## config.mk

```make
export PLATFORM = sky130hd
export DESIGN_NAME = uart_rx_frame_receiver
export DESIGN_NICKNAME = d
export VERILOG_FILES = /design/src/rtl/uart_pkg.sv /design/src/rtl/uart_rx_sampler.sv /design/src/rtl/uart_rx_frame_receiver.sv
export SDC_FILE = /design/constraint.sdc
export NUM_CORES = 1
export LEC_CHECK = 0
export ABC_AREA = 0
export ABC_CLOCK_PERIOD_IN_PS = 1600
export BUFFER_PORTS_ARGS = -buffer_cell sky130_fd_sc_hd__buf_4
export CORE_MARGIN = 2
export CORE_UTILIZATION = 45
export CTS_CLUSTER_DIAMETER = 50
export DETAILED_ROUTE_END_ITERATION = 8
export PLACE_DENSITY = 0.66
export RECOVER_POWER = 100
export SETUP_SLACK_MARGIN = 0.15
export SYNTH_ARGS = -nofsm -noshare
export SYNTH_HDL_FRONTEND = slang
export SYNTH_SLANG_ARGS = --single-unit
```

## constraint.sdc

```tcl
create_clock -name clk -period 1.6 [get_ports clk]
set_input_delay 0.24 -clock clk [delete_from_list [all_inputs] [get_ports clk]]
set_output_delay 0.24 -clock clk [all_outputs]
set_load 0.005 [all_outputs]
```

## src/rtl/uart_pkg.sv

```systemverilog
// Shared UART definitions: receiver state encoding and the parity convention used by TX and RX.
package uart_pkg;

  typedef enum logic [2:0] {
    IDLE   = 3'd0,
    START  = 3'd1,
    DATA   = 3'd2,
    PARITY = 3'd3,
    STOP   = 3'd4
  } rx_state_t;

  localparam logic PAR_EVEN = 1'b0;
  localparam logic PAR_ODD  = 1'b1;

endpackage

```

## src/rtl/uart_rx_sampler.sv

```systemverilog
// Per-bit edge counter and 3-sample majority voter around the bit centre.
module uart_rx_sampler #(
  parameter int unsigned PRESCALE = 8
) (
  input  logic clk,
  input  logic rst,
  input  logic start,
  input  logic active,
  input  logic rx,
  output logic bit_val,
  output logic bit_done
);

  localparam int unsigned EDGE_W = $clog2(PRESCALE);
  localparam logic [EDGE_W-1:0] SMP_LO  = EDGE_W'(PRESCALE / 2 - 1);
  localparam logic [EDGE_W-1:0] SMP_MID = EDGE_W'(PRESCALE / 2);
  localparam logic [EDGE_W-1:0] SMP_HI  = EDGE_W'(PRESCALE / 2 + 1);
  localparam logic [EDGE_W-1:0] LAST    = EDGE_W'(PRESCALE - 1);

  logic [EDGE_W-1:0] edge_cnt;
  logic [2:0]        samples;
  logic              smp_hi_c;

  always_ff @(posedge clk) begin
    if (rst) begin
      edge_cnt <= '0;
      samples  <= '0;
    end else begin
      // the falling edge itself is edge 0, so the next cycle is edge 1
      if (start) begin
        edge_cnt <= EDGE_W'(1);
      end else if (active) begin
        edge_cnt <= (edge_cnt == LAST) ? '0 : edge_cnt + EDGE_W'(1);
      end else begin
        edge_cnt <= '0;
      end
      if (active) begin
        if (edge_cnt == SMP_LO)  samples[0] <= rx;
        if (edge_cnt == SMP_MID) samples[1] <= rx;
        if (edge_cnt == SMP_HI)  samples[2] <= rx;
      end
    end
  end

  // With PRESCALE = 4 the last sample point coincides with the resolve edge
  assign smp_hi_c = (edge_cnt == SMP_HI) ? rx : samples[2];
  assign bit_val  = (samples[0] & samples[1]) | (samples[0] & smp_hi_c) | (samples[1] & smp_hi_c);
  assign bit_done = active && (edge_cnt == LAST);

endmodule

```

## src/rtl/uart_rx_frame_receiver.sv

```systemverilog
// UART receive frame FSM: start detect, LSB-first deserialize, optional parity and stop check.
module uart_rx_frame_receiver #(
  parameter int unsigned DATA_WIDTH = 8,
  parameter int unsigned PRESCALE   = 8
) (
  input  logic                  clk,
  input  logic                  rst,
  input  logic                  RX_IN,
  input  logic                  PAR_EN,
  input  logic                  PAR_TYP,
  output logic [DATA_WIDTH-1:0] P_DATA,
  output logic                  data_valid,
  output logic                  par_err,
  output logic                  stp_err
);
  import uart_pkg::*;

  localparam int unsigned CNT_W = (DATA_WIDTH > 1) ? $clog2(DATA_WIDTH) : 1;
  localparam logic [CNT_W-1:0] LAST_BIT = CNT_W'(DATA_WIDTH - 1);

  rx_state_t             state, state_n;
  logic [CNT_W-1:0]      bit_cnt, bit_cnt_n;
  logic [DATA_WIDTH-1:0] shift, shift_n;
  logic [DATA_WIDTH-1:0] p_data_n;
  logic                  par_en_q, par_en_n;
  logic                  par_typ_q, par_typ_n;
  logic                  par_bad, par_bad_n;
  logic                  data_valid_n, par_err_n, stp_err_n;
  logic                  start_c, active_c, exp_par_c;
  logic                  bit_val, bit_done;

  assign start_c   = (state == IDLE) && !RX_IN;
  assign active_c  = (state != IDLE);
  assign exp_par_c = (par_typ_q == PAR_ODD) ? ~^shift : ^shift;

  uart_rx_sampler #(.PRESCALE(PRESCALE)) u_sampler (
    .clk      (clk),
    .rst      (rst),
    .start    (start_c),
    .active   (active_c),
    .rx       (RX_IN),
    .bit_val  (bit_val),
    .bit_done (bit_done)
  );

  // State and datapath registers
  always_ff @(posedge clk) begin
    if (rst) begin
      state      <= IDLE;
      bit_cnt    <= '0;
      shift      <= '0;
      par_en_q   <= 1'b0;
      par_typ_q  <= 1'b0;
      par_bad    <= 1'b0;
      P_DATA     <= '0;
      data_valid <= 1'b0;
      par_err    <= 1'b0;
      stp_err    <= 1'b0;
    end else begin
      state      <= state_n;
      bit_cnt    <= bit_cnt_n;
      shift      <= shift_n;
      par_en_q   <= par_en_n;
      par_typ_q  <= par_typ_n;
      par_bad    <= par_bad_n;
      P_DATA     <= p_data_n;
      data_valid <= data_valid_n;
      par_err    <= par_err_n;
      stp_err    <= stp_err_n;
    end
  end

  // Next-state and next-output logic
  always_comb begin
    state_n      = state;
    bit_cnt_n    = bit_cnt;
    shift_n      = shift;
    par_en_n     = par_en_q;
    par_typ_n    = par_typ_q;
    par_bad_n    = par_bad;
    p_data_n     = P_DATA;
    data_valid_n = 1'b0;
    par_err_n    = 1'b0;
    stp_err_n    = 1'b0;

    unique case (state)
      IDLE: begin
        if (!RX_IN) begin
          state_n   = START;
          par_en_n  = PAR_EN;
          par_typ_n = PAR_TYP;
          par_bad_n = 1'b0;
          bit_cnt_n = '0;
        end
      end
      START: begin
        if (bit_done) begin
          state_n   = bit_val ? IDLE : DATA;
          bit_cnt_n = '0;
        end
      end
      DATA: begin
        if (bit_done) begin
          shift_n = {bit_val, shift[DATA_WIDTH-1:1]};
          if (bit_cnt == LAST_BIT) begin
            state_n = par_en_q ? PARITY : STOP;
          end else begin
            bit_cnt_n = bit_cnt + CNT_W'(1);
          end
        end
      end
      PARITY: begin
        if (bit_done) begin
          par_bad_n = (bit_val != exp_par_c);
          state_n   = STOP;
        end
      end
      STOP: begin
        if (bit_done) begin
          state_n   = IDLE;
          par_err_n = par_bad;
          stp_err_n = !bit_val;
          if (bit_val && !par_bad) begin
            p_data_n     = shift;
            data_valid_n = 1'b1;
          end
        end
      end
      default: state_n = IDLE;
    endcase
  end

endmodule

```

Word-level counts from Yosys, hierarchy flattened --
Cells that the tools add are included.
Operators by class: add/subtract/negate cells 2, equal/unequal tests 17, muxes and demuxes 22, reduce and logical (&&, ||, !) cells 22, bitwise operators 9
Operators with widths (count):
- $mux W3 | 10
- $eq A3 B3 Y1 const B | 5
- $pmux W3 S5 | 1
- $ne A2 B2 Y1 const B | 7
- $eq A3 B2 Y1 const B | 3
- $pmux W3 S3 | 1
- $mux W1 | 8
- $reduce_and A2 Y1 | 4
- $reduce_xnor A8 Y1 | 1
- $reduce_xor A8 Y1 | 1
- $add A3 B1 Y3 const B | 2
- $reduce_and A3 Y1 | 2
- $reduce_and A6 Y1 | 1
- $reduce_bool A3 Y1 | 2
- $reduce_and A5 Y1 | 1
- $not A1 Y1 | 4
- $reduce_or A4 Y1 | 1
- $and A1 B1 Y1 | 3
- $eq A3 B1 Y1 const B | 1
- $logic_and A1 B1 Y1 | 3
- $logic_not A1 Y1 | 3
- $logic_not A3 Y1 | 1
- $reduce_or A3 Y1 | 1
- $mux W2 | 1
- 4 further kinds | 5
Word-level totals: output and inout bits 11, register bits after elaboration 34, input bits 5

Logic depth before layout (Yosys ltp) --
Gate-level depths: netlist (run 1).
depth after elaboration 8, gate-level depth with buffers 8, gate-level depth less buffers 7

Hierarchy --
Synthesis (run 1) repeated with hierarchy kept, for this count alone.
Second synthesis, totals: cells, all modules 167, area, all modules 1572.8 sq um
By module, submodules not included:
- uart_rx_frame_receiver | area an instance 1252.5 sq um, seq. area each 560.5 sq um, times used 1, cells an instance 134
- uart_rx_sampler | area an instance 320.3 sq um, seq. area each 120.1 sq um, times used 1, cells an instance 33

Worst setup path before layout (run 1) --
No wires, ideal clock.
path type reg2reg, start register u_sampler.edge_cnt[1], end register P_DATA[3], arrival time 1535 ps, library setup time 128 ps, path buffers 1, stages on the path, launching flop included 9, required time 1472 ps, slack -63 ps, path through dfxtp_1 inv_1 ha_1 a21boi_0 o31ai_2 a211oi_2 buf_6 mux2i_1 nor2_1
Between the ends: cells in the longest elaborated chain, start to end 7
RTL lines:
- start: declaration | RTL line uart_rx_sampler.sv:20 | logic [EDGE_W-1:0] edge_cnt;
- start signal: assignment | RTL line uart_rx_sampler.sv:33 | edge_cnt <= (edge_cnt == LAST) ? '0 : edge_cnt + EDGE_W'(1);
- $eq A3 B3 Y1 | RTL line uart_rx_sampler.sv:46 | assign smp_hi_c = (edge_cnt == SMP_HI) ? rx : samples[2];
- $mux W1
- $and A1 B1 Y1 | RTL line uart_rx_sampler.sv:47 | assign bit_val = (samples[0] & samples[1]) | (samples[0] & smp_hi_c) | (samples[1] & smp_hi_c);
- $or A1 B1 Y1 (2 in series) | RTL line uart_rx_sampler.sv:47
- $logic_and A1 B1 Y1 | RTL line uart_rx_frame_receiver.sv:123 | if (bit_val && !par_bad) begin
- $reduce_and A3 Y1 (no source line) (*)
- end signal: assignment | RTL line uart_rx_frame_receiver.sv:66 | P_DATA <= p_data_n;
- end: declaration | RTL line uart_rx_frame_receiver.sv:11 | output logic [DATA_WIDTH-1:0] P_DATA,
Mark *: on every way between the ends. The rest lies on a longest branch, timed or not. A chain may end at the register's enable or synchronous reset.

Worst setup path after layout (run 1) --
start register u_sampler.edge_cnt[1], end register P_DATA[7]
Same word-level chain as after synthesis.

==> results_tabular.tex, run 1 <==
\begin{tabular}{lr}
\hline
Metric & Value \\
\hline
\multicolumn{2}{l}{\textbf{Setup path}} \\
Arrival @ worst endpoint & 1.90 ns \\
Family with the most delay on the worst path & compound AO/OA/AOI/OAI gates \\
Largest stage delay on the critical path & 0.37 ns \\
Type of element launching the critical path & flop \\
Buf+Inv Stages, Crit Path & 2 \\
Setup Crit Path Kind & flop to flop \\
Largest driver fanout on the critical path & 4 \\
Data required time at the worst endpoint & $\sim$1.8 ns \\
Slowest cell on crit path & sky130\_fd\_sc\_hd\_\_dfxtp\_2 \\
Sort of element at the end of the critical path & flop \\
Critical Path, Cell by Cell & inv\_2, ha\_4, a21boi\_4, o21ai\_4, a211oi\_2, buf\_4, mux2i\_1, nor2\_1 \\
\multicolumn{2}{l}{\textbf{Final layout}} \\
Final Util & between 60\% and 70\% \\
FILL cells & roughly 320 \\
Synth-to-Final Area Change & 33.5\% \\
Design area & roughly 2100 um\^{}2 \\
Share of cells above drive strength 1 & a little over a third \\
Net count of the finished layout & 220 \\
Antenna Diode Count & 0 \\
\multicolumn{2}{l}{\textbf{Clock network}} \\
CTS H-Tree Depth & 2 \\
Library cell used as clock root buffer & sky130\_fd\_sc\_hd\_\_clkbuf\_4 \\
Worst-skew pair later-pin latency & about 0.33 ns \\
Clock tree from TritonCTS & done \\
Number of buffers created by CTS & 5 \\
CTS Sinks & 34 \\
Post-CTS clock slew at the launch and capture registers of the worst setup and hold paths & 0.10 ns \\
Clock Tree Buf Depth & 2 \\
\multicolumn{2}{l}{\textbf{Run}} \\
\# Max-Cap Violations & 0 \\
\multicolumn{2}{l}{\textbf{Worst hold path}} \\
Type of the most critical hold path & input port to flop \\
\multicolumn{2}{l}{\textbf{Synthesis}} \\
Synthesis Warnings & 0 \\
Syn Nets & 188 \\
Synthesized area per cell & approximately 8.9 um\^{}2 \\
Number of storage elements in the synthesis netlist & 34 \\
Sequential share of the synthesized area & 43.5\% \\
Combined area of all synthesized cells & about 1600 um\^{}2 \\
Mapped Cells & between 150 and 200 \\
Library cells used by synthesis & 39 \\
\multicolumn{2}{l}{\textbf{Timing}} \\
Total setup violations reported at the end of the flow & 11 \\
Fmax achieved & between 500 and 600 MHz \\
Final hold violations & 0 \\
Tcrit/Tclk final & 105\% \\
RSZ-0062 raised after global routing & yes \\
Worst-case hold slack & roughly 0.15 ns \\
Pin slew with the least headroom to its limit & 0.366 ns \\
Final setup margin & -0.0856 ns \\
Fin. max-slew vios & 0 \\
Tmin final & between 1.5 and 2 ns \\
Worst slew margin relative to its limit & 75.4\% \\
Final worst clock skew & 0.00452 ns \\
\multicolumn{2}{l}{\textbf{Detailed routing}} \\
Router iterations before antenna repair & 4 \\
Starting DRC count in detailed routing & 46 \\
Total number of vias & about 1,300 \\
Routed len/inst & 12.7 um \\
Post-DR vias/cell & about 5 \\
DRC violation count after routing & 0 \\
Post-Route WL & between 3 and 4 mm \\
Post-DRT Antenna Nets & 0 \\
\multicolumn{2}{l}{\textbf{Run status}} \\
Violated checks & negative setup slack \\
Outcome & complete, but fails checks \\
\multicolumn{2}{l}{\textbf{Die}} \\
Die X-Extent & 63.0 um \\
Num rows & 21 \\
Number of I/O pins & 16 \\
Die Ht & 63.0 um \\
Core area & 3340 um\^{}2 \\
Area of the die & between 3000 and 4000 um\^{}2 \\
Initial Utilization & roughly 47\% \\
\multicolumn{2}{l}{\textbf{GRT}} \\
Number of antenna violations at the first check in global routing & 0 \\
Total global-route track usage & around 18\% \\
Number of global-route vias before repair & around 1,300 \\
Global-route wire length before repair & $\sim$5.6 mm \\
Overflow after GRT & 0 \\
Largest net degree at the start of global routing & 36 \\
\multicolumn{2}{l}{\textbf{Placement}} \\
Post-detail-place hpwl & between 2 and 2.5 mm \\
Final RePlAce weighted congestion & about 0.86 \\
Port Buffer Count & 15 \\
Area after DPL & 1900 um\^{}2 \\
\multicolumn{2}{l}{\textbf{Power}} \\
Pwr per Cell Area & roughly 1000 nW/um\^{}2 \\
Static Leak & $\sim$0.8 nW \\
Highest ir drop seen on vdd & roughly 640 uV \\
\hline
\end{tabular}
Yosys cell counts:
cell type,count,share of area [%]
sky130_fd_sc_hd__a211oi_2,1,0.80
sky130_fd_sc_hd__nor2b_1,4,1.6
sky130_fd_sc_hd__buf_2,4,1.3
sky130_fd_sc_hd__a21boi_0,1,0.48
sky130_fd_sc_hd__a311oi_1,2,1.1
sky130_fd_sc_hd__nor2_1,22,5.3
sky130_fd_sc_hd__and2b_1,1,0.48
sky130_fd_sc_hd__nand3_1,6,1.9
sky130_fd_sc_hd__nand2b_1,3,1.2
sky130_fd_sc_hd__nand2_1,23,5.5
sky130_fd_sc_hd__xnor2_1,6,3.4
sky130_fd_sc_hd__nor3b_1,1,0.48
sky130_fd_sc_hd__nor4_1,1,0.40
sky130_fd_sc_hd__inv_1,3,0.72
sky130_fd_sc_hd__and2_1,2,0.80
sky130_fd_sc_hd__o22a_1,1,0.56
sky130_fd_sc_hd__buf_4,1,0.48
sky130_fd_sc_hd__or3_1,1,0.40
sky130_fd_sc_hd__o31ai_2,1,0.80
sky130_fd_sc_hd__nand3b_1,1,0.48
sky130_fd_sc_hd__buf_6,1,0.72
sky130_fd_sc_hd__nand4_1,1,0.40
sky130_fd_sc_hd__xor2_1,1,0.56
sky130_fd_sc_hd__clkbuf_1,5,1.2
sky130_fd_sc_hd__ha_1,7,5.6
sky130_fd_sc_hd__o21ai_0,2,0.64
sky130_fd_sc_hd__a21oi_1,13,4.2
sky130_fd_sc_hd__o32a_1,1,0.64
sky130_fd_sc_hd__mux2i_1,12,7.7
sky130_fd_sc_hd__a31oi_1,2,0.80
sky130_fd_sc_hd__o21ai_1,2,0.64
sky130_fd_sc_hd__nor3_1,4,1.3
sky130_fd_sc_hd__o21bai_1,1,0.48
sky130_fd_sc_hd__and3_1,1,0.40
sky130_fd_sc_hd__and3b_1,1,0.56
sky130_fd_sc_hd__xnor3_1,1,1.4
sky130_fd_sc_hd__nand4b_1,1,0.56
sky130_fd_sc_hd__dfxtp_1,34,44
sky130_fd_sc_hd__nor4b_1,1,0.56
logic make-up after synthesis:
logic type | synth area share [%]
buffers and inverters | 4.40
DFF | 43.5
AOI/OAI and AO/OA | 11.1
xor gates and xnor gates | 5.36
and+or+nand+nor | 22.3
muxes | 7.68
adders and majority gates | 5.60
worst paths after layout:
check	start	depth (start not counted)	endpoint	slack (ns)
setup / recovery	u_sampler.edge_cnt[1]$_SDFF_PP0_	8	P_DATA[7]$_SDFFE_PP0P_	-0.09
hold / removal	PAR_EN	3	par_en_q$_SDFFE_PP0P_	0.15
setup reg to reg	u_sampler.edge_cnt[1]$_SDFF_PP0_	8	P_DATA[7]$_SDFFE_PP0P_	-0.09
hold reg to reg	shift[0]$_SDFFE_PP0P_	2	shift[0]$_SDFFE_PP0P_	0.50
metrics by stage:
| stage | setup WS, ns | std cells | total power, W | setup TNS, ns |
|---|---|---|---|---|
| after floorplan | 0.0227 | 176 | 0.00141 | 0 |
| after global placement | -0.0574 | 241 | 0.00156 | -0.454 |
| after detailed placement | -0.0985 | 241 | 0.00159 | -0.969 |
| after CTS | -0.103 | 253 | 0.00213 | -0.940 |
| after global routing | -0.220 | 255 | 0.00226 | -2.31 |
| final | -0.0856 | 255 | 0.00212 | -0.734 |
metal layers:
layer  global-route usage [%]  vias up  share of wire [%]
li1                         -      662                  -
met3                     5.95        6                3.7
met1                     21.9      590                 44
met2                     29.8       18                 51
met4                     5.83        0                1.2
met5                        0        -                  0
worst reg2reg max path, stage by stage (launching register included):
cell and delay, ns:
sky130_fd_sc_hd__dfxtp_2 0.37, sky130_fd_sc_hd__inv_2 0.06, sky130_fd_sc_hd__ha_4 0.17, sky130_fd_sc_hd__a21boi_4 0.20
sky130_fd_sc_hd__o21ai_4 0.08, sky130_fd_sc_hd__a211oi_2 0.27, sky130_fd_sc_hd__buf_4 0.19, sky130_fd_sc_hd__mux2i_1 0.20
sky130_fd_sc_hd__nor2_1 0.05
registers in the layout (all words and copies together), names as in the netlist:
| signal | count |
|---|---|
| u_sampler.samples | 3 |
| par_err | 1 |
| u_sampler.edge_cnt | 3 |
| stp_err | 1 |
| par_en_q | 1 |
| par_typ_q | 1 |
| bit_cnt | 3 |
| state | 3 |
| shift | 8 |
| P_DATA | 8 |
| data_valid | 1 |
| par_bad | 1 |
placed cells by master, fill, tap and decap left out, types with 2 or more instances in the layout:
cell and count:
sky130_fd_sc_hd__ha_4 5, sky130_fd_sc_hd__buf_4 20, sky130_fd_sc_hd__nand2_2 4, sky130_fd_sc_hd__ha_1 2, sky130_fd_sc_hd__mux2i_1 12, sky130_fd_sc_hd__buf_6 4, sky130_fd_sc_hd__and2_4 2, sky130_fd_sc_hd__nor3_1 4
sky130_fd_sc_hd__nand2_1 17, sky130_fd_sc_hd__a31oi_1 2, sky130_fd_sc_hd__xnor2_2 2, sky130_fd_sc_hd__nand2_4 2, sky130_fd_sc_hd__a21oi_1 10, sky130_fd_sc_hd__xnor2_1 4, sky130_fd_sc_hd__nor2_1 22, sky130_fd_sc_hd__a311oi_1 2
sky130_fd_sc_hd__nand2b_4 2, sky130_fd_sc_hd__nand3_1 6, sky130_fd_sc_hd__inv_1 2, sky130_fd_sc_hd__dfxtp_2 5, sky130_fd_sc_hd__clkbuf_1 2, sky130_fd_sc_hd__o21ai_0 2, sky130_fd_sc_hd__clkbuf_4 16, sky130_fd_sc_hd__nor2b_1 4
sky130_fd_sc_hd__dfxtp_1 28, sky130_fd_sc_hd__a21oi_2 3
report_power, final:
part           switching (W)  leakage, nW  internal (W)
clock network       0.000272       0.0353      0.000213
logic               0.000314        0.495      0.000318
registers          0.0000857        0.278      0.000914
layout make-up:
type / instances / area, um^2 / area share, %
inverters: 3 / 11.3 / 0.539
well taps: 46 / 57.6 / 2.76
clock inverters: 1 / 5.00 / 0.240
flip-flops and latches: 34 / 691 / 33.1
multi-input cells: 128 / 987 / 47.3
clock buffers: 7 / 55.1 / 2.64
repair buffers: 36 / 282 / 13.5
what timing repair did:
action / 4_1_cts / 5_1_grt
resized for setup: 14 / 15
endpoints found under the setup margin: 26 / 27
cloned: 0 / 0
pin swaps: 12 / 3
hold buffers: 0 / 0
buffers inserted: 4 / 2
Power figures use the tool's default switching activity.
==> run 2: changes to the inputs <==
ABC_CLOCK_PERIOD_IN_PS = not set   (was 1600)
PLACE_DENSITY = not set   (was 0.66)
clock period = 2.1 ns   (was 1.6 ns; I/O delays follow)
==> results_tabular.tex, run 2 (same netlist as run 1, synthesis figures left out) <==
\begin{tabular}{lr}
\hline
Metric & Value \\
\hline
\multicolumn{2}{l}{\textbf{Run status}} \\
Outcome & complete, no violations \\
\multicolumn{2}{l}{\textbf{Timing}} \\
Pin slew with the least headroom to its limit & 0.439 ns (+0.0727 ns) \\
Total setup violations reported at the end of the flow & 0 (-11) \\
Worst slew margin relative to its limit & 70.5\% (-4.9 points) \\
Final hold violations & 0 (unchanged) \\
Fmax achieved & 535 MHz (-9.7\%) \\
Tcrit/Tclk final & 88.9\% (-16 points) \\
Fin. max-slew vios & 0 (unchanged) \\
TNS Setup & 0 ns (+0.734 ns) \\
Tmin final & 1.87 ns (+0.182 ns) \\
Final worst clock skew & 0.00254 ns (-0.00198 ns) \\
Final setup margin & 0.233 ns (+0.318 ns) \\
RSZ-0062 raised after global routing & no \\
\multicolumn{2}{l}{\textbf{Clock network}} \\
Library cell used as clock root buffer & sky130\_fd\_sc\_hd\_\_clkbuf\_4 \\
Clock tree from TritonCTS & done \\
CTS H-Tree Depth & 2 (unchanged) \\
Worst-skew pair later-pin latency & 0.33 ns (about the same) \\
Number of buffers created by CTS & 5 (unchanged) \\
Post-CTS clock slew at the launch and capture registers of the worst setup and hold paths & 0.10 ns (about the same) \\
CTS Sinks & 34 (unchanged) \\
Clock Tree Buf Depth & 2 (unchanged) \\
\multicolumn{2}{l}{\textbf{Setup path}} \\
Data required time at the worst endpoint & 2.32 ns (+0.51 ns) \\
Family with the most delay on the worst path & compound AO/OA/AOI/OAI gates \\
Number of gates on the worst path with buffers counted & 8 (unchanged) \\
Type of element launching the critical path & flop \\
Largest stage delay on the critical path & 0.42 ns (+0.05 ns) \\
Sort of element at the end of the critical path & flop \\
Critical Path, Cell by Cell & inv\_1, ha\_1, and3\_1, o31ai\_1, a211oi\_2, buf\_6, mux2i\_1, nor2\_1 \\
Slowest cell on crit path & sky130\_fd\_sc\_hd\_\_o31ai\_1 \\
Reg-to-Reg Start & u\_sampler.edge\_cnt[1]\$\_SDFF\_PP0\_ \\
Buf+Inv Stages, Crit Path & 2 (unchanged) \\
Largest driver fanout on the critical path & 9 (+5) \\
Endpoint of the worst register-to-register path & P\_DATA[6]\$\_SDFFE\_PP0P\_ \\
Setup slack of the most critical reg-to-reg path & 0.23 ns (+0.32 ns) \\
Depth of the worst register-to-register path & 8 (unchanged) \\
Arrival @ worst endpoint & 2.09 ns (+0.19 ns) \\
Setup Crit Path Kind & flop to flop \\
\multicolumn{2}{l}{\textbf{Worst hold path}} \\
Type of the most critical hold path & input port to flop \\
Hold Path Depth & 3 (unchanged) \\
Hold Crit Start & PAR\_EN \\
Hold path endpoint & par\_en\_q\$\_SDFFE\_PP0P\_ \\
\multicolumn{2}{l}{\textbf{Final layout}} \\
Synth-to-Final Area Change & 13.2\% \\
Registers with the most flip-flops & P\_DATA: 8 flops, shift: 8 flops \\
Net count of the finished layout & 202 (-8.2\%) \\
Commonest non-fill, non-tap cell in the layout & sky130\_fd\_sc\_hd\_\_dfxtp\_1 \\
Share of cells above drive strength 1 & 14.1\% (-22 points) \\
Antenna Diode Count & 0 (unchanged) \\
Commonest non-fill, non-tap cells in the layout & sky130\_fd\_sc\_hd\_\_dfxtp\_1, sky130\_fd\_sc\_hd\_\_nand2\_1, sky130\_fd\_sc\_hd\_\_nor2\_1 \\
\multicolumn{2}{l}{\textbf{Placement}} \\
Post-detail-place hpwl & 2.09 mm (-10\%) \\
Final RePlAce weighted congestion & 0.817 (-4.5\%) \\
Port Buffer Count & 15 (unchanged) \\
Worst Setup Slack post-DPL & 0.177 ns (+0.275 ns) \\
\multicolumn{2}{l}{\textbf{Power}} \\
Portion of total power attributed to combinational logic & 21.6\% (-8.3 points) \\
Static Leak & 0.688 nW (-15\%) \\
Highest ir drop seen on vdd & 388 uV (-40\%) \\
Share of total power in the clock network & 25.8\% (+2.9 points) \\
Switching power as a share of total power & 31.3\% (-0.46 points) \\
Pwr per Cell Area & 815 nW/um\^{}2 (-20\%) \\
Net Sw Power & 0.000451 W (-33\%) \\
Internal power component & 0.000991 W (-31\%) \\
Sequential cell fraction of total power & 52.6\% (+5.4 points) \\
\multicolumn{2}{l}{\textbf{Die}} \\
Num rows & 21 (unchanged) \\
Area of the die & 3960 um\^{}2 (unchanged) \\
Number of I/O pins & 16 (unchanged) \\
Core area & 3340 um\^{}2 (unchanged) \\
Die X-Extent & 63.0 um (unchanged) \\
Initial Utilization & 46.9\% (unchanged) \\
Die Ht & 63.0 um (unchanged) \\
\multicolumn{2}{l}{\textbf{Detailed routing}} \\
Post-Route WL & 2.98 mm (-8.3\%) \\
Total number of vias & 1,216 (-4.7\%) \\
Post-DRT Antenna Nets & 0 (unchanged) \\
DRC violation count after routing & 0 (unchanged) \\
Routed len/inst & 12.6 um (-1.3\%) \\
Post-DR vias/cell & 5.13 (+2.5\%) \\
Starting DRC count in detailed routing & 61 (+33\%) \\
Router iterations before antenna repair & 4 (unchanged) \\
\multicolumn{2}{l}{\textbf{GRT}} \\
Number of antenna violations at the first check in global routing & 0 (unchanged) \\
Number of global-route vias before repair & 1,189 (-5.7\%) \\
Overflow after GRT & 0 (unchanged) \\
Total global-route track usage & 16.6\% (-1.4 points) \\
Global-route wire length before repair & 5.20 mm (-7.8\%) \\
Largest net degree at the start of global routing & 36 (unchanged) \\
\multicolumn{2}{l}{\textbf{Run}} \\
\# Max-Cap Violations & 0 (unchanged) \\
\hline
\end{tabular}
==> run 2: cell count changes in the layout (fill, tap and decap cells not counted), sizes merged <==
cell / previous run / this run
buf: 24 / 7
clkbuf: 19 / 18
==> run 2: what timing repair did <==
| action | CTS | global route |
|---|---|---|
| resized for setup | 0 | 5 |
| hold buffers | 0 | 0 |
| setup endpoints to repair | 0 | 13 |
| setup buffers | 0 | 0 |
==> run 2: worst reg2reg max path, delay by kind of cell (launching register included) <==
family | cells | cell delay, ns
compound gates | 2 | 0.57
flops | 1 | 0.35
simple gates | 2 | 0.25
buf+inv | 2 | 0.23
fa+ha+maj | 1 | 0.20
mux | 1 | 0.16
==> run 2: per-layer routing <==
metal	part of all wire (%)	up-vias	global-route usage (%)
met2	51	22	29.1
li1	-	626	-
met1	43	563	18.2
met5	0	-	0
met3	4.5	5	5.05
met4	1.5	0	7.78
==> run 2: layout make-up <==
cell class              instances  area, um^2
fillers                       340        1570
multi-input cells             128         822
flip-flops and latches         34         681
repair buffers                 18         139
well taps                      46        57.6
clock buffers                   7        55.1
inverters                       3        11.3
clock inverters                 1        5.00
==> run 2: power groups by stage <==
stage | Sequential [W] | Clock [W] | Combinational (W)
3_3_place_gp | 0.000767 | 0 | 0.000305
6_report | 0.000759 | 0.000372 | 0.000312
5_1_grt | 0.000766 | 0.000419 | 0.000356
2_1_floorplan | 0.000725 | 0 | 0.000308
3_5_place_dp | 0.000770 | 0 | 0.000314
4_1_cts | 0.000757 | 0.000391 | 0.000315
==> run 2: metrics by stage <==
stage | instances | area (um^2) | total power, W | hold slack, ns | utilization, %
after floorplan | 176 | 1560 | 0.00103 | 0.448 | -
after global placement | 229 | 1700 | 0.00107 | 0.458 | 50.9
after detailed placement | 229 | 1700 | 0.00108 | 0.475 | 50.9
after CTS | 237 | 1760 | 0.00146 | 0.202 | 52.7
after global routing | 237 | 1770 | 0.00154 | 0.199 | 53.1
final | 237 | 1770 | 0.00144 | 0.219 | 53.1
==> run 2: worst max path at each step <==
stage	startpoint	endpoint	slack [ns]
final	u_sampler.edge_cnt[1]$_SDFF_PP0_	P_DATA[6]$_SDFFE_PP0P_	0.23
after global placement	u_sampler.edge_cnt[0]$_SDFF_PP0_	P_DATA[4]$_SDFFE_PP0P_	0.22
after CTS	u_sampler.edge_cnt[0]$_SDFF_PP0_	P_DATA[6]$_SDFFE_PP0P_	0.15
after floorplan	u_sampler.edge_cnt[1]$_SDFF_PP0_	P_DATA[3]$_SDFFE_PP0P_	0.44
after global routing	state[1]$_SDFFE_PP0P_	shift[1]$_SDFFE_PP0P_	0.08
after detailed placement	u_sampler.edge_cnt[0]$_SDFF_PP0_	P_DATA[6]$_SDFFE_PP0P_	0.18
==> run 3: changes to the inputs <==
clock period = 1.9 ns   (was 2.1 ns; I/O delays follow)
==> results_tabular.tex, run 3 (same netlist as run 1, synthesis figures left out) <==
\begin{tabular}{lr}
\hline
Metric & Value \\
\hline
\multicolumn{2}{l}{\textbf{Timing}} \\
Fin. max-slew vios & 0 (unchanged) \\
Final worst clock skew & 0.0117 ns (+0.00913 ns) \\
Worst slew margin relative to its limit & 75.5\% (+5.0 points) \\
Tmin final & 1.72 ns (-0.148 ns) \\
Total setup violations reported at the end of the flow & 0 (unchanged) \\
Fmax achieved & 582 MHz (+8.6\%) \\
TNS Setup & 0 ns (unchanged) \\
Final hold violations & 0 (unchanged) \\
Pin slew with the least headroom to its limit & 0.368 ns (-0.0707 ns) \\
RSZ-0062 raised after global routing & yes \\
Tcrit/Tclk final & 90.5\% (+1.6 points) \\
\multicolumn{2}{l}{\textbf{Detailed routing}} \\
Routed len/inst & 12.8 um (+2.0\%) \\
Post-DR vias/cell & 5.12 (-0.14\%) \\
Post-Route WL & 3.11 mm (+4.6\%) \\
DRC violation count after routing & 0 (unchanged) \\
Post-DRT Antenna Nets & 0 (unchanged) \\
Router iterations before antenna repair & 4 (unchanged) \\
Total number of vias & 1,245 (+2.4\%) \\
Starting DRC count in detailed routing & 100 (+64\%) \\
\multicolumn{2}{l}{\textbf{Run status}} \\
Outcome & complete, no violations \\
\multicolumn{2}{l}{\textbf{Clock network}} \\
CTS Sinks & 34 (unchanged) \\
Number of buffers created by CTS & 5 (unchanged) \\
CTS H-Tree Depth & 2 (unchanged) \\
Library cell used as clock root buffer & sky130\_fd\_sc\_hd\_\_clkbuf\_4 \\
Post-CTS clock slew at the launch and capture registers of the worst setup and hold paths & 0.10 ns (about the same) \\
Clock tree from TritonCTS & done \\
Worst-skew pair later-pin latency & 0.33 ns (about the same) \\
Count of hold buffers inserted by post-cts repair & 0 (unchanged) \\
Clock Tree Buf Depth & 2 (unchanged) \\
\multicolumn{2}{l}{\textbf{Die}} \\
Core area & 3340 um\^{}2 (unchanged) \\
Initial Utilization & 46.9\% (unchanged) \\
Die Ht & 63.0 um (unchanged) \\
Die X-Extent & 63.0 um (unchanged) \\
Number of I/O pins & 16 (unchanged) \\
Num rows & 21 (unchanged) \\
Area of the die & 3960 um\^{}2 (unchanged) \\
\multicolumn{2}{l}{\textbf{Final layout}} \\
Share of cells above drive strength 1 & 23.9\% (+9.7 points) \\
Footprint of the multi-input gates & 913 um\^{}2 (+11\%) \\
Final Util & 56.9\% (+3.8 points) \\
Total area of sequential cells & 691 um\^{}2 (+1.5\%) \\
Registers with the most flip-flops & P\_DATA: 8 flops, shift: 8 flops \\
Antenna Diode Count & 0 (unchanged) \\
Net count of the finished layout & 209 (+3.5\%) \\
FILL cells & 315 (-7.4\%) \\
Synth-to-Final Area Change & 21.4\% \\
Commonest non-fill, non-tap cells in the layout & sky130\_fd\_sc\_hd\_\_dfxtp\_1, sky130\_fd\_sc\_hd\_\_nand2\_1, sky130\_fd\_sc\_hd\_\_nor2\_1 \\
Commonest non-fill, non-tap cell in the layout & sky130\_fd\_sc\_hd\_\_dfxtp\_1 \\
\multicolumn{2}{l}{\textbf{Run}} \\
\# Max-Cap Violations & 0 (unchanged) \\
\multicolumn{2}{l}{\textbf{Setup path}} \\
Largest stage delay on the critical path & 0.35 ns (-0.07 ns) \\
Crit-path most repeated cell & sky130\_fd\_sc\_hd\_\_ha\_4 \\
Critical Path, Cell by Cell & ha\_4, ha\_4, and2\_4, o32a\_1, o22a\_1, a31oi\_1, nor2\_1 \\
Setup Crit Path Kind & flop to flop \\
Slowest cell on crit path & sky130\_fd\_sc\_hd\_\_dfxtp\_2 \\
Type of element launching the critical path & flop \\
Data required time at the worst endpoint & 2.13 ns (-0.19 ns) \\
Arrival @ worst endpoint & 1.95 ns (-0.14 ns) \\
Largest driver fanout on the critical path & 5 (-4) \\
Sort of element at the end of the critical path & flop \\
Setup slack of the most critical reg-to-reg path & 0.18 ns (-0.05 ns) \\
\multicolumn{2}{l}{\textbf{Power}} \\
Highest ir drop seen on vdd & 365 uV (-5.9\%) \\
Static Leak & 0.699 nW (+1.6\%) \\
Pwr per Cell Area & 870 nW/um\^{}2 (+6.8\%) \\
Overall power after layout & 0.00165 W (+14\%) \\
\multicolumn{2}{l}{\textbf{GRT}} \\
Number of global-route vias before repair & 1,148 (-3.4\%) \\
Global-route wire length before repair & 5.09 mm (-2.1\%) \\
Overflow after GRT & 0 (unchanged) \\
Total global-route track usage & 16.5\% (-0.16 points) \\
Number of antenna violations at the first check in global routing & 0 (unchanged) \\
Largest net degree at the start of global routing & 36 (unchanged) \\
\multicolumn{2}{l}{\textbf{Placement}} \\
Port Buffer Count & 15 (unchanged) \\
Final RePlAce weighted congestion & 0.827 (+1.2\%) \\
Post-detail-place hpwl & 2.08 mm (-0.25\%) \\
\multicolumn{2}{l}{\textbf{Worst hold path}} \\
Type of the most critical hold path & input port to flop \\
\hline
\end{tabular}
==> run 3: layer usage <==
metal | global-route usage [%] | vias up | routed length [um]
li1 | - | 635 | -
met5 | 0 | - | 0
met2 | 27.9 | 13 | 1630
met4 | 6.11 | 0 | 44
met3 | 5.59 | 5 | 104
met1 | 19.1 | 592 | 1340
==> run 3: power breakdown <==
part	switching, W	internal, W
Sequential	0.0000804	0.000770
Combinational	0.000225	0.000205
Clock	0.000231	0.000140
==> run 3: layout make-up <==
| cell class | instances | share of cell area, % |
|---|---|---|
| timing repair buffer | 25 | 9.49 |
| inverter | 3 | 0.593 |
| tap | 46 | 3.03 |
| sequential | 34 | 36.4 |
| multi-input combinational | 128 | 48.1 |
| clock buffer | 7 | 2.37 |
==> run 3: final timing paths <==
check,to,from,cells past startpoint
min reg2reg,shift[0]$_SDFFE_PP0P_,shift[0]$_SDFFE_PP0P_,2
max,state[2]$_SDFFE_PP0P_,bit_cnt[0]$_SDFFE_PP0P_,7
max reg2reg,state[2]$_SDFFE_PP0P_,bit_cnt[0]$_SDFFE_PP0P_,7
min,par_typ_q$_SDFFE_PP0P_,PAR_TYP,3
==> run 3: critical path: cells and delay by family, from the launching register on <==
family	cells	cell delay (ns)
and+or+nand+nor	2	0.20
DFF	1	0.35
AOI/OAI and AO/OA	3	0.74
adders and majority gates	2	0.31
==> run 3: through the flow <==
step                      cells  hold WS, ns  cell area (um^2)  worst slack [ns]
after floorplan             176        0.421              1560             0.237
after global placement      232        0.458              1720            0.0522
after detailed placement    232        0.467              1720            0.0317
after CTS                   239        0.181              1810             0.150
after global routing        243        0.182              1900            0.0593
final                       243        0.183              1900             0.180
==> run 3: repair_timing <==
item | 4_1_cts | 5_1_grt
resized for setup | 10 | 17
pin swaps | 4 | 8
buffers inserted | 0 | 4
endpoints found under the setup margin | 14 | 20
